--- config.mk ---
export PLATFORM = sky130hd
export DESIGN_NAME = fios_operand_server
export DESIGN_NICKNAME = d
export VERILOG_FILES = /design/src/rtl/fios_operand_server.sv
export SDC_FILE = /design/constraint.sdc
export NUM_CORES = 1
export LEC_CHECK = 0
export BUFFER_PORTS_ARGS = -buffer_cell sky130_fd_sc_hd__buf_2
export CAP_MARGIN = 20
export CORE_ASPECT_RATIO = 0.8
export CORE_MARGIN = 3
export CORE_UTILIZATION = 45
export CTS_BUF_LIST = sky130_fd_sc_hd__clkbuf_4
export DETAILED_ROUTE_END_ITERATION = 6
export GPL_TIMING_DRIVEN = 0
export PLACE_DENSITY = 0.68
export SLEW_MARGIN = 20
export SYNTH_ARGS = -nofsm -noshare
export SYNTH_HDL_FRONTEND = slang
export SYNTH_SLANG_ARGS = --single-unit
--- constraint.sdc ---
create_clock -name clock_i -period 3.5 [get_ports clock_i]
set_input_delay 0.175 -clock clock_i [delete_from_list [all_inputs] [get_ports clock_i]]
set_output_delay 0.175 -clock clock_i [all_outputs]
set_load 0.005 [all_outputs]
--- src/rtl/fios_operand_server.sv ---
// Operand server for the FIOS PE chain: serves B/P words on fetch strobes and collects result words.
// Latency: operand word appears one cycle after its fetch strobe; the first result word is valid the cycle after done_i.
// Backpressure: load_ready_o drops once both banks are full; the result stream holds data stable until res_ready_i.
module fios_operand_server #(
  parameter int s     = 16,
  parameter int WIDTH = 17
) (
  input  logic             clock_i,
  input  logic             reset_i,
  input  logic             load_valid_i,
  output logic             load_ready_o,
  input  logic             load_sel_i,
  input  logic [WIDTH-1:0] load_data_i,
  input  logic             start_i,
  input  logic             b_fetch_i,
  input  logic             p_fetch_i,
  output logic [WIDTH-1:0] b_word_o,
  output logic [WIDTH-1:0] p_word_o,
  input  logic             res_push_i,
  input  logic [WIDTH-1:0] res_word_i,
  input  logic             done_i,
  output logic             res_valid_o,
  input  logic             res_ready_i,
  output logic [WIDTH-1:0] res_data_o,
  output logic             res_last_o,
  output logic             err_o
);

  // Pointers carry one extra bit so they can hold the value s ("bank full").
  localparam int AW  = (s > 1) ? $clog2(s) : 1;
  localparam int PW  = $clog2(s) + 1;
  localparam int PW1 = PW + 1;
  localparam logic [PW-1:0]  S_CNT  = PW'(s);
  localparam logic [PW-1:0]  S_LAST = PW'(s - 1);
  localparam logic [PW1-1:0] S_TOT  = PW1'(s);

  typedef enum logic [1:0] {LOAD, READY, RUN, DRAIN} state_t;

  state_t           state;
  logic [WIDTH-1:0] b_mem [s];
  logic [WIDTH-1:0] p_mem [s];
  logic [WIDTH-1:0] r_mem [s];
  logic [PW-1:0]    bl, pl, bf, pf, rp, d;

  logic             load_acc;
  logic             b_wr, p_wr, r_wr;
  logic             load_drop;
  logic [PW-1:0]    bl_nxt, pl_nxt, d_nxt;
  logic [PW1-1:0]   push_total;

  // Write enables and next-pointer values shared by the storage and the FSM.
  always_comb begin
    load_acc   = load_valid_i & load_ready_o;
    b_wr       = load_acc & ~load_sel_i & (bl != S_CNT);
    p_wr       = load_acc &  load_sel_i & (pl != S_CNT);
    load_drop  = load_acc & ~b_wr & ~p_wr;
    bl_nxt     = bl + PW'(b_wr);
    pl_nxt     = pl + PW'(p_wr);
    r_wr       = (state == RUN) & res_push_i & (rp != S_CNT);
    push_total = {1'b0, rp} + PW1'(res_push_i);
    d_nxt      = d + PW'(1);
  end

  // Operand and result storage; contents are don't-care after reset, so no reset here.
  always_ff @(posedge clock_i) begin
    if (b_wr) b_mem[bl[AW-1:0]] <= load_data_i;
    if (p_wr) p_mem[pl[AW-1:0]] <= load_data_i;
    if (r_wr) r_mem[rp[AW-1:0]] <= res_word_i;
  end

  // Control FSM with registered outputs: load, wait for start, serve/collect, drain results.
  always_ff @(posedge clock_i) begin
    if (reset_i) begin
      state        <= LOAD;
      bl           <= '0;
      pl           <= '0;
      bf           <= '0;
      pf           <= '0;
      rp           <= '0;
      d            <= '0;
      load_ready_o <= 1'b1;
      b_word_o     <= '0;
      p_word_o     <= '0;
      res_valid_o  <= 1'b0;
      res_data_o   <= '0;
      res_last_o   <= 1'b0;
      err_o        <= 1'b0;
    end else begin
      case (state)
        LOAD: begin
          bl <= bl_nxt;
          pl <= pl_nxt;
          // A word aimed at an already full bank is dropped.
          if (load_drop) err_o <= 1'b1;
          // Starting before operands are complete is a protocol error.
          if (start_i) err_o <= 1'b1;
          if ((bl_nxt == S_CNT) && (pl_nxt == S_CNT)) begin
            state        <= READY;
            load_ready_o <= 1'b0;
          end
        end

        READY: begin
          if (start_i) begin
            state <= RUN;
            bf    <= '0;
            pf    <= '0;
            rp    <= '0;
          end
        end

        RUN: begin
          // Fetch pointers wrap so the outer loop can re-walk the operand.
          if (b_fetch_i) begin
            b_word_o <= b_mem[bf[AW-1:0]];
            bf       <= (bf == S_LAST) ? '0 : bf + PW'(1);
          end
          if (p_fetch_i) begin
            p_word_o <= p_mem[pf[AW-1:0]];
            pf       <= (pf == S_LAST) ? '0 : pf + PW'(1);
          end
          if (r_wr) rp <= rp + PW'(1);
          if (res_push_i && (rp == S_CNT)) err_o <= 1'b1;
          if (done_i) begin
            if (push_total != S_TOT) err_o <= 1'b1;
            state       <= DRAIN;
            d           <= '0;
            res_valid_o <= 1'b1;
            res_last_o  <= (s == 1);
            // Bypass covers a push to index 0 landing in the done cycle.
            res_data_o  <= (r_wr && (rp == '0)) ? res_word_i : r_mem[0];
          end
        end

        DRAIN: begin
          if (res_push_i || done_i) err_o <= 1'b1;
          if (res_ready_i) begin
            if (d == S_LAST) begin
              state        <= LOAD;
              res_valid_o  <= 1'b0;
              res_last_o   <= 1'b0;
              res_data_o   <= '0;
              bl           <= '0;
              pl           <= '0;
              load_ready_o <= 1'b1;
            end else begin
              d          <= d_nxt;
              res_data_o <= r_mem[d_nxt[AW-1:0]];
              res_last_o <= (d_nxt == S_LAST);
            end
          end
        end

        default: state <= LOAD;
      endcase
    end
  end

endmodule

# Word level (Yosys, flattened, before mapping)

Memory sizes are Yosys's and may differ from the RTL's. A register that Yosys moved wholly into a read port is not among the register bits.
Cells that the tools add are included.

Flip-flop bits (word level): 53
Latch bits: 0
RAM bits: 816
ROM bits: 0
Input port bits: 44
Output and inout bits: 55
Logic and storage cells: 134
Memories kept: 3

$add $sub $neg: 7
Multiply operators: 0
Divide/modulo/power cells: 0
Order comparisons: 0
Eq/ne operators: 25
Shift-type cells: 0
Multiplexer cells: 53
Bitwise logic cells: 12
Reductions and logical operators: 22

Memory list:

| memory | depth | bits a word | read ports | clocked after memory_dff | write ports | line | RTL |
|---|---|---|---|---|---|---|---|
| b_mem  | 16    | 17          | 1          | 1                        | 1           | 40   | `logic [WIDTH-1:0] b_mem [s];` |
| p_mem  | 16    | 17          | 1          | 1                        | 1           | 41   | `logic [WIDTH-1:0] p_mem [s];` |
| r_mem  | 16    | 17          | 2          | 0                        | 1           | 42   | `logic [WIDTH-1:0] r_mem [s];` |

Operators with widths:

| cell                                                            | number |
|---|---|
| 17-bit two-way mux                                              | 4 |
| 5-bit case mux with 2 select lines                              | 6 |
| 5-bit two-way mux                                               | 11 |
| 17-bit case mux with 2 select lines                             | 1 |
| 1-bit two-way mux                                               | 21 |
| 5-bit by 1-bit adder with 5-bit output, second input constant   | 4 |
| 5-bit by 4-bit == test with 1-bit output, second input constant | 4 |
| 2-bit != test, second input constant                            | 10 |
| 3-bit AND reduction                                             | 6 |
| 5-bit == test, second input constant                            | 3 |
| 5-bit != test, second input constant                            | 3 |
| 4-bit AND reduction                                             | 3 |
| 5-bit by 1-bit adder with 5-bit output                          | 2 |
| 2-bit two-way mux                                               | 5 |
| 1-bit bitwise AND                                               | 9 |
| 2-bit case mux with 4 select lines                              | 1 |
| 5-bit by 1-bit adder with 6-bit output                          | 1 |
| 6-bit by 5-bit != test with 1-bit output, second input constant | 1 |
| 1-bit case mux with 2 select lines                              | 3 |
| 2-bit nonzero test                                              | 3 |
| 5-bit zero test                                                 | 1 |
| 5-bit AND reduction                                             | 1 |
| 2-bit == test, second input constant                            | 2 |
| 2-bit AND reduction                                             | 2 |
| 8 further kinds                                                 | 12 |

# Depth between registers and ports, before layout

Gate-level depths: netlist of the first run.

Depth after elaboration: 9
Gate-level depth with buffers: 12
Depth with buffers taken out: 10

# Least setup slack after synthesis of the first run

No wires, ideal clock.

Path type: flip-flop to flip-flop
From: register rp[0]
To: memory r_mem[3][0], enable pin
Arrival time: 2460 ps
Setup slack: 628 ps
Stages on the path, launching flop included: 7
Period minus slack after synthesis: 2872 ps
Cell sequence: dfxtp_1 inv_1 ha_1 nor4bb_1 nor2_1 nand2_1 nor3_1

Longest elaborated chain between the ends: 4

Ends and longest elaborated chain:

| item                                    | line | RTL |
|---|---|---|
| start: declaration                      | 43   | `logic [PW-1:0] bl, pl, bf, pf, rp, d;` |
| start signal: assignment                | 122  | `if (r_wr) rp <= rp + PW'(1);` |
| 5-bit != test                           | 59   | `r_wr = (state == RUN) & res_push_i & (rp != S_CNT);` |
| 1-bit bitwise AND                       | 59   |  |
| 1-bit two-way mux                       | 68   | `if (r_wr) r_mem[rp[AW-1:0]] <= res_word_i;` |
| 1-bit two-way mux (not written as such) | 68   |  |
| end: declaration                        | 42   |  |

Parallel ways exist; a longest one is shown, timed or not.

# Worst setup path in the final report of the first run

From: register d[0]
To: register res_data_o[16]

Longest elaborated chain between the ends: 5
Elaborated cells on any way between the ends: 6
Classes of those cells: add/sub (1); eq/ne (1); mux (3); memory (1)

Ends and longest elaborated chain:

| item                                   | line | RTL |
|---|---|---|
| start: declaration                     | 43   |  |
| start signal: assignment               | 147  | `d <= d_nxt;` |
| 5-bit by 1-bit adder with 5-bit output | 61   | `d_nxt = d + PW'(1);` |
| memory read 16 x 17 bit                | n/a  |  |
| 17-bit two-way mux *                   | 138  | `if (d == S_LAST) begin` |
| 17-bit two-way mux *                   | 137  | `if (res_ready_i) begin` |
| 17-bit case mux with 2 select lines *  | 89   | `case (state)` |
| end signal: assignment                 | 131  | `res_data_o <= (r_wr && (rp == '0)) ? res_word_i : r_mem[0];` |
| end signal: assignment                 | 148  | `res_data_o <= r_mem[d_nxt[AW-1:0]];` |
| end: declaration                       | 24   | `output logic [WIDTH-1:0] res_data_o,` |

Every way passes the cells marked *; elsewhere a longest branch is shown, timed or not. The select of a mux whose other input is x is not followed.
A chain may end at the register's enable or synchronous reset.

==> metrics.log, run 1 <==
INFO  metric clock_power_share = 41.3%
INFO  metric fp.dieW = between 300 and 400 µm
INFO  metric yosys.cell_count.top_type = sky130_fd_sc_hd__edfxtp_1
INFO  metric grt_first_pass_wirelength = about 120000 µm
INFO  metric worst-path-buf-inv = 6
INFO  metric synth_area_per_cell = ~20 µm²
INFO  metric min_to = r_mem[15][4]$_DFFE_PP_
INFO  metric period_needed = 3270 ps
INFO  metric result_of_the_run = completed
INFO  metric report.power.total = 20800 µW
INFO  metric timing.final.max_slew_violations = 0
INFO  metric design.die.area = 0.0816 mm²
INFO  metric synth_common_cells = sky130_fd_sc_hd__edfxtp_1 (816), sky130_fd_sc_hd__mux4_2 (239), sky130_fd_sc_hd__nand2_1 (107)
INFO  metric synth_warnings = 0
INFO  metric drt_iter0_drc = 1779
INFO  metric final_cell_area = 0.0412 mm²
INFO  metric power_frac_comb = approximately 2.0%
INFO  metric tritoncts_clock_tree = done
INFO  metric final_antenna_net_count = 0
INFO  metric floorplan.rows = slightly above 90
INFO  metric reg2reg_setup_slack = 230 ps
INFO  metric clk_transition_reported_paths = approximately 80 ps
INFO  metric initial_core_utilization = 45.5%
INFO  metric top_level_ports = 99
INFO  metric final-hold-violation-count = 0
INFO  metric sum_of_overflow_across_all_layers_after_global_routing = 0
INFO  metric asyncSetResetFlopFracSynth = 0%
INFO  metric area_of_the_mapped_netlist = approximately 0.035 mm²
INFO  metric peakVddDrop = 0.352 mV
INFO  metric power_per_cell_area = slightly above 500 mW/mm²
INFO  metric timing.critical_path.max_delay_family = buffers and inverters
INFO  metric regArea = 0.0262 mm²
INFO  metric regToRegEndpoint = res_data_o[16]$_SDFFE_PP0P_
INFO  metric finalSetupViolations = 0
INFO  metric timing_worst_slew_pin_value = 987 ps
INFO  metric clkLatencyLatePin = around 1100 ps
INFO  metric syn_inst = 1797
INFO  metric maxClockFrequency = about 300 MHz
INFO  metric first_global_vias = about 20000
INFO  metric crit_path_top_delay_cell = sky130_fd_sc_hd__dlygate4sd3_1
INFO  metric yosysUniqueCellTypes = 53
INFO  metric h-tree-depth = 4
INFO  metric total_switching_power = approximately 4400 µW
INFO  metric post_synth_main_area_contributors = sky130_fd_sc_hd__edfxtp_1 (70%), sky130_fd_sc_hd__mux4_2 (15%), sky130_fd_sc_hd__dfxtp_1 (5.0%)
INFO  metric vias = 19100
INFO  metric place.detailed.hpwl = roughly 52000 µm
INFO  metric gpl.final_weighted_congestion = 0.829
INFO  metric design.core.area = between 0.07 and 0.08 mm²
INFO  metric min_from = res_word_i[4]
INFO  metric grt_usage = around 20%
INFO  metric ys_dominant_reg_cell = sky130_fd_sc_hd__edfxtp_1
INFO  metric wl_per_cell = 24.0 µm
INFO  metric synth_top_cell_area_share = 69.7%
INFO  metric cts_buf_count = ~210
INFO  metric worst_hold_path.num_cells = 2
INFO  metric setup_crit_path_kind = flop to flop
INFO  metric wl = between 80000 and 90000 µm
INFO  metric antenna_found_initial = 6
INFO  metric finalClockSkew = between 70 and 80 ps
INFO  metric seq_area_frac_synth = 74.6%
INFO  metric timing.hold.worst.class = input pin to flop
INFO  metric drive_gt1_share = roughly 34%
INFO  metric clock_tree.buffer_depth = 3
INFO  metric post-cts-setup-buffers = 0
INFO  metric drc = 0
INFO  metric crit_chain = buf_2 > buf_12 > inv_1 > ha_1 > buf_2 > clkbuf_4 > mux4_2 > mux4_2 > nand2_1 > a31oi_1 > dlygate4sd3_1
INFO  metric worstSetupStartpointType = flop
INFO  metric cell_type_with_the_largest_total_area_after_synthesis = sky130_fd_sc_hd__edfxtp_1
INFO  metric unrepaired_setup_endpoints_after_global_routing = false
INFO  metric cellInternalPower = around 16000 µW
INFO  metric final_net_count = 2279
INFO  metric input_output_buffers = 96
INFO  metric r2r_worst_path_depth = 11
INFO  metric crit_path_max_incr_delay = 590 ps
INFO  metric tritoncts_num_sinks = ~900
INFO  metric synth_nets = roughly 1900
INFO  metric place_worst_setup_slack = -290 ps
INFO  metric timing.critical_path.required = 4440 ps
INFO  metric timing.critical_path.arrival = around 4200 ps
INFO  metric fp.dieH = 256 µm
INFO  metric max_cap_viol_count = 0
INFO  metric clock_tree.root_cell = sky130_fd_sc_hd__clkbuf_4
INFO  metric worst_slack = roughly 230 ps
INFO  metric max_slew_margin = between 30% and 40%
INFO  metric vias_per_cell = 5.56
INFO  metric path_max_fanout = 19
INFO  metric postPlaceCellArea = ~0.038 mm²
INFO  metric finalCritPeriodShare = between 90 and 100%
INFO  metric power.share.sequential = between 50% and 60%
INFO  metric dr.pass1.iters = 6
INFO  metric multiInputGateArea = between 0.008 and 0.009 mm²
INFO  metric grt_max_degree = 33
INFO  metric synth_enable_flop_cells = about 820
INFO  metric postSynthRegisterBits = around 900
INFO  metric flow.area_growth_from_synthesis = 17.1%
INFO  metric final.setup.tns = 0 ps
INFO  metric switching_share_of_power = between 20% and 30%
INFO  metric hold_ws = roughly 100 ps
INFO  metric p_leak = approximately 0.013 µW
INFO  metric fillerInstances = approximately 6000
INFO  metric worstReg2RegStart = d[0]$_SDFFE_PP0P_
INFO  metric cp-end-kind = flop
==> power by group through the flow <==
stage | Combinational, µW | Sequential (µW) | Clock, µW
after floorplan | 102 | 12000 | 0
after global placement | 308 | 12000 | 0
after detailed placement | 341 | 12000 | 0
after CTS | 410 | 11800 | 8740
after global routing | 444 | 11800 | 9380
final | 413 | 11800 | 8580
==> logic make-up (layout without fill, tap and decap cells) <==
family	Yosys count	count (layout)	synth area share [%]
compound gates	166	166	2.83
xor+xnor	7	7	0.196
fa+ha+maj	19	19	0.676
buf+inv	158	755	1.87
flops	903	903	74.6
mux	279	279	16.5
other cells	0	14	0
simple gates	265	265	3.35
==> layer usage <==
layer / global-route usage, % / share of wire (%) / up-vias
li1: - / - / 8292
met1: 27.9 / 42 / 9826
met2: 31.2 / 47 / 821
met3: 6.63 / 9.5 / 138
met4: 6.61 / 1.9 / 2
met5: 0 / 0.016 / -
==> sequential cells by signal, indices dropped and copies added, names as in the netlist, 17 cells and up <==
signal      cells
r_mem         272
p_word_o       17
b_word_o       17
res_data_o     17
p_mem         272
b_mem         272
==> metrics by stage <==
stage          std cells  utilization, %
3_5_place_dp        2958            48.6
5_1_grt             3425            53.2
3_3_place_gp        2916            47.8
6_report            3431            53.3
2_1_floorplan       1797               -
4_1_cts             3417            53.2
==> cell type report <==
cell class / count / area share (%)
diodes: 14 / 0.0851
plain buffers: 92 / 1.05
clock buffers: 331 / 6.03
clock inverters: 57 / 0.741
inverters: 65 / 0.593
multi-input cells: 736 / 20.7
flip-flops and latches: 903 / 63.7
well taps: 1023 / 3.11
repair buffers: 210 / 3.97
==> timing repair <==
item / CTS / global route
endpoints found under the setup margin: 16 / 2
resized for setup: 8 / 7
endpoints found under the hold margin: 1241 / 0
hold buffers: 72 / 0
==> how the worst max path moves through the flow <==
| stage | slack, ps | start | cells past startpoint | to |
|---|---|---|---|---|
| final | 230 | d[0]$_SDFFE_PP0P_ | 11 | res_data_o[16]$_SDFFE_PP0P_ |
| after floorplan | 630 | rp[0]$_SDFFE_PP0P_ | 6 | r_mem[3][0]$_DFFE_PP_ |
| after global routing | 20 | pl[2]$_SDFFE_PP0P_ | 11 | state[1]$_SDFFE_PP0P_ |
| after CTS | 40 | d[0]$_SDFFE_PP0P_ | 11 | res_data_o[16]$_SDFFE_PP0P_ |
| after global placement | -1290 | load_ready_o$_SDFFE_PP1P_ | 4 | b_mem[0][13]$_DFFE_PP_ |
| after detailed placement | -290 | d[0]$_SDFFE_PP0P_ | 12 | res_data_o[10]$_SDFFE_PP0P_ |
==> cell usage in the layout (no fill, tap or decap), types with 19 or more instances in the layout <==
cell and instances:
sky130_fd_sc_hd__a21oi_1 56, sky130_fd_sc_hd__buf_2 132, sky130_fd_sc_hd__clkbuf_1 42, sky130_fd_sc_hd__clkbuf_4 332, sky130_fd_sc_hd__clkinv_1 45, sky130_fd_sc_hd__dfxtp_1 87
sky130_fd_sc_hd__dlygate4sd3_1 72, sky130_fd_sc_hd__edfxtp_1 816, sky130_fd_sc_hd__ha_1 19, sky130_fd_sc_hd__inv_1 65, sky130_fd_sc_hd__mux2i_1 36, sky130_fd_sc_hd__mux4_2 239
sky130_fd_sc_hd__nand2_1 107, sky130_fd_sc_hd__nor2_1 39, sky130_fd_sc_hd__nor2_4 19, sky130_fd_sc_hd__o21ai_0 28, sky130_fd_sc_hd__o21ai_1 21
Power figures use the tool's default switching activity.
==> inputs of run 2 (changes only) <==
--- a/config.mk
+++ b/config.mk
@@ -8,7 +8,6 @@
 export BUFFER_PORTS_ARGS = -buffer_cell sky130_fd_sc_hd__buf_2
 export CAP_MARGIN = 20
 export CORE_ASPECT_RATIO = 0.8
-export CORE_MARGIN = 3
 export CORE_UTILIZATION = 45
 export CTS_BUF_LIST = sky130_fd_sc_hd__clkbuf_4
 export DETAILED_ROUTE_END_ITERATION = 6
==> metrics.log, run 2 (synthesized netlist as in run 1, its figures left out) <==
INFO  metric result_of_the_run = completed
INFO  metric cts_buf_count = around 210
INFO  metric grt-busiest-layer = met2
INFO  metric timing.critical_path.arrival = ~4300 ps
INFO  metric clkLatencyLatePin = around 1000 ps
INFO  metric finalCritPeriodShare = between 90% and 100%
INFO  metric hold_ws = 125 ps
INFO  metric tritoncts_num_sinks = around 900
INFO  metric clk_transition_reported_paths = 70 ps
INFO  metric finalSetupViolations = 0
INFO  metric final-hold-violation-count = 0
INFO  metric final_net_count = roughly 2300
INFO  metric dr.pass1.iters = 7
INFO  metric clock_tree.buffer_depth = 3
INFO  metric design.die.area = 0.0793 mm²
INFO  metric place.detailed.hpwl = 52000 µm
INFO  metric wl_per_cell = 24.2 µm
INFO  metric drt_iter0_drc = between 1500 and 2000
INFO  metric final_core_density = 53.3%
INFO  metric most-common-layout-cells = sky130_fd_sc_hd__edfxtp_1 (816), sky130_fd_sc_hd__clkbuf_4 (325), sky130_fd_sc_hd__mux4_2 (239), sky130_fd_sc_hd__buf_2 (134), sky130_fd_sc_hd__nand2_1 (107)
INFO  metric final_cell_area = 0.0411 mm²
INFO  metric crit_path_top_delay_cell = sky130_fd_sc_hd__dlygate4sd3_1
INFO  metric setup_crit_path_kind = flop to flop
INFO  metric worstSetupStartpointType = flop
INFO  metric peakVddDrop = between 0.3 and 0.4 mV
INFO  metric postPlaceCellArea = approximately 0.038 mm²
INFO  metric grt_first_pass_wirelength = 123000 µm
INFO  metric input_output_buffers = 96
INFO  metric timing_worst_slew_pin_value = roughly 960 ps
INFO  metric period_needed = between 3000 and 4000 ps
INFO  metric floorplan.rows = about 90
INFO  metric crit_chain = inv_1 > ha_1 > clkbuf_1 > buf_1 > mux2i_1 > nor2_1 > nand2_1 > dlygate4sd3_1 > nand2_1 > nor2_1 > dlygate4sd3_1
INFO  metric antenna_found_initial = 7
INFO  metric max_cap_viol_count = 0
INFO  metric drive_gt1_share = between 30% and 40%
INFO  metric unrepaired_setup_endpoints_after_global_routing = false
INFO  metric cp-end-kind = flop
INFO  metric gpl.final_weighted_congestion = 0.854
INFO  metric top_level_ports = 99
INFO  metric sum_of_overflow_across_all_layers_after_global_routing = 0
INFO  metric finalClockSkew = about 72 ps
INFO  metric crit_path_max_incr_delay = between 500 and 600 ps
INFO  metric flow.area_growth_from_synthesis = 17.0%
INFO  metric power_per_cell_area = around 500 mW/mm²
INFO  metric first_global_vias = between 15000 and 20000
INFO  metric p_leak = ~0.013 µW
INFO  metric design.core.area = around 0.077 mm²
INFO  metric finished_layout_cells = roughly 3400
INFO  metric met2_usage = between 30 and 40%
INFO  metric initial_core_utilization = roughly 46%
INFO  metric fp.dieW = 315 µm
INFO  metric tritoncts_clock_tree = done
INFO  metric placed_cells_incl_taps = around 3000
INFO  metric vias_per_cell = about 5.7
INFO  metric grt_max_degree = 33
INFO  metric maxClockFrequency = around 300 MHz
INFO  metric drc = 0
INFO  metric timing.critical_path.required = ~4500 ps
INFO  metric path_max_fanout = 10
INFO  metric final_antenna_net_count = 0
INFO  metric reg2reg_setup_slack = between 150 and 200 ps
INFO  metric timing.final.max_slew_violations = 0
INFO  metric final_common_cell = sky130_fd_sc_hd__edfxtp_1
INFO  metric grt_usage = between 20% and 30%
INFO  metric fillerInstances = approximately 6000
INFO  metric h-tree-depth = 4
INFO  metric timing.hold.worst.class = input pin to flop
INFO  metric wl = approximately 83000 µm
INFO  metric vias = roughly 19000
INFO  metric worst_hold_path.num_cells = 2
INFO  metric post-cts-setup-buffers = 0
INFO  metric fp.dieH = between 200 and 300 µm
INFO  metric use_met1 = just under 30%
INFO  metric r2r_worst_path_depth = 11
INFO  metric max_slew_margin = between 30 and 40%
INFO  metric grt_util_met3 = 5.94%
INFO  metric clock_tree.root_cell = sky130_fd_sc_hd__clkbuf_4
[run 2: path summary, 6_finish.rpt]
kind                                     to                       from
setup / recovery         bf[4]$_SDFFE_PP0P_      state[0]$_SDFFE_PP0P_
hold / removal        r_mem[2][3]$_DFFE_PP_              res_word_i[3]
setup reg to reg         bf[4]$_SDFFE_PP0P_      state[0]$_SDFFE_PP0P_
hold reg to reg   p_word_o[13]$_SDFFE_PP0P_  p_word_o[13]$_SDFFE_PP0P_
[run 2: power breakdown]
| group | switching (µW) | internal, µW |
|---|---|---|
| Combinational | 279 | 138 |
| Sequential | 13.7 | 11800 |
| Clock | 4140 | 4380 |
[run 2: per-layer routing]
metal / vias to the layer above / wire length [µm]
li1: 8293 / -
met1: 9940 / 34800
met2: 944 / 38600
met3: 155 / 7430
met4: 6 / 1820
met5: - / 33
[run 2: critical path: cells and delay by family (launching register included)]
kind / cells / cell delay (ps)
buffers and inverters: 5 / 2190
AND/OR/NAND/NOR: 4 / 300
flip-flops: 1 / 340
adder cells (fa/ha/maj): 1 / 170
multiplexers: 1 / 220
[run 2: timing repair]
item | CTS | global route
hold buffers | 77 | 0
endpoints found under the hold margin | 1233 | 0
resized for setup | 7 | 0
setup endpoints to repair | 16 | 0
[run 2: cell type report]
cell class	instances	area, µm²	share of cell area, %
Multi-Input combinational cell	736	8520	20.7
Inverter	65	244	0.593
Clock buffer	325	2440	5.93
Timing Repair Buffer	213	1650	4.01
Sequential cell	903	26200	63.8
Buffer	93	423	1.03
Clock inverter	57	323	0.785
Tap cell	1023	1280	3.11
Antenna cell	6	15.0	0.0365
[run 2: per-stage QoR]
step                TNS [ps]  setup WS [ps]  total power (µW)
floorplan                  0            628             12100
global placement      -98790          -1360             12300
detailed placement     -4320           -311             12400
CTS                        0            153             20900
global route               0           2.86             21500
finish                     0            182             20700
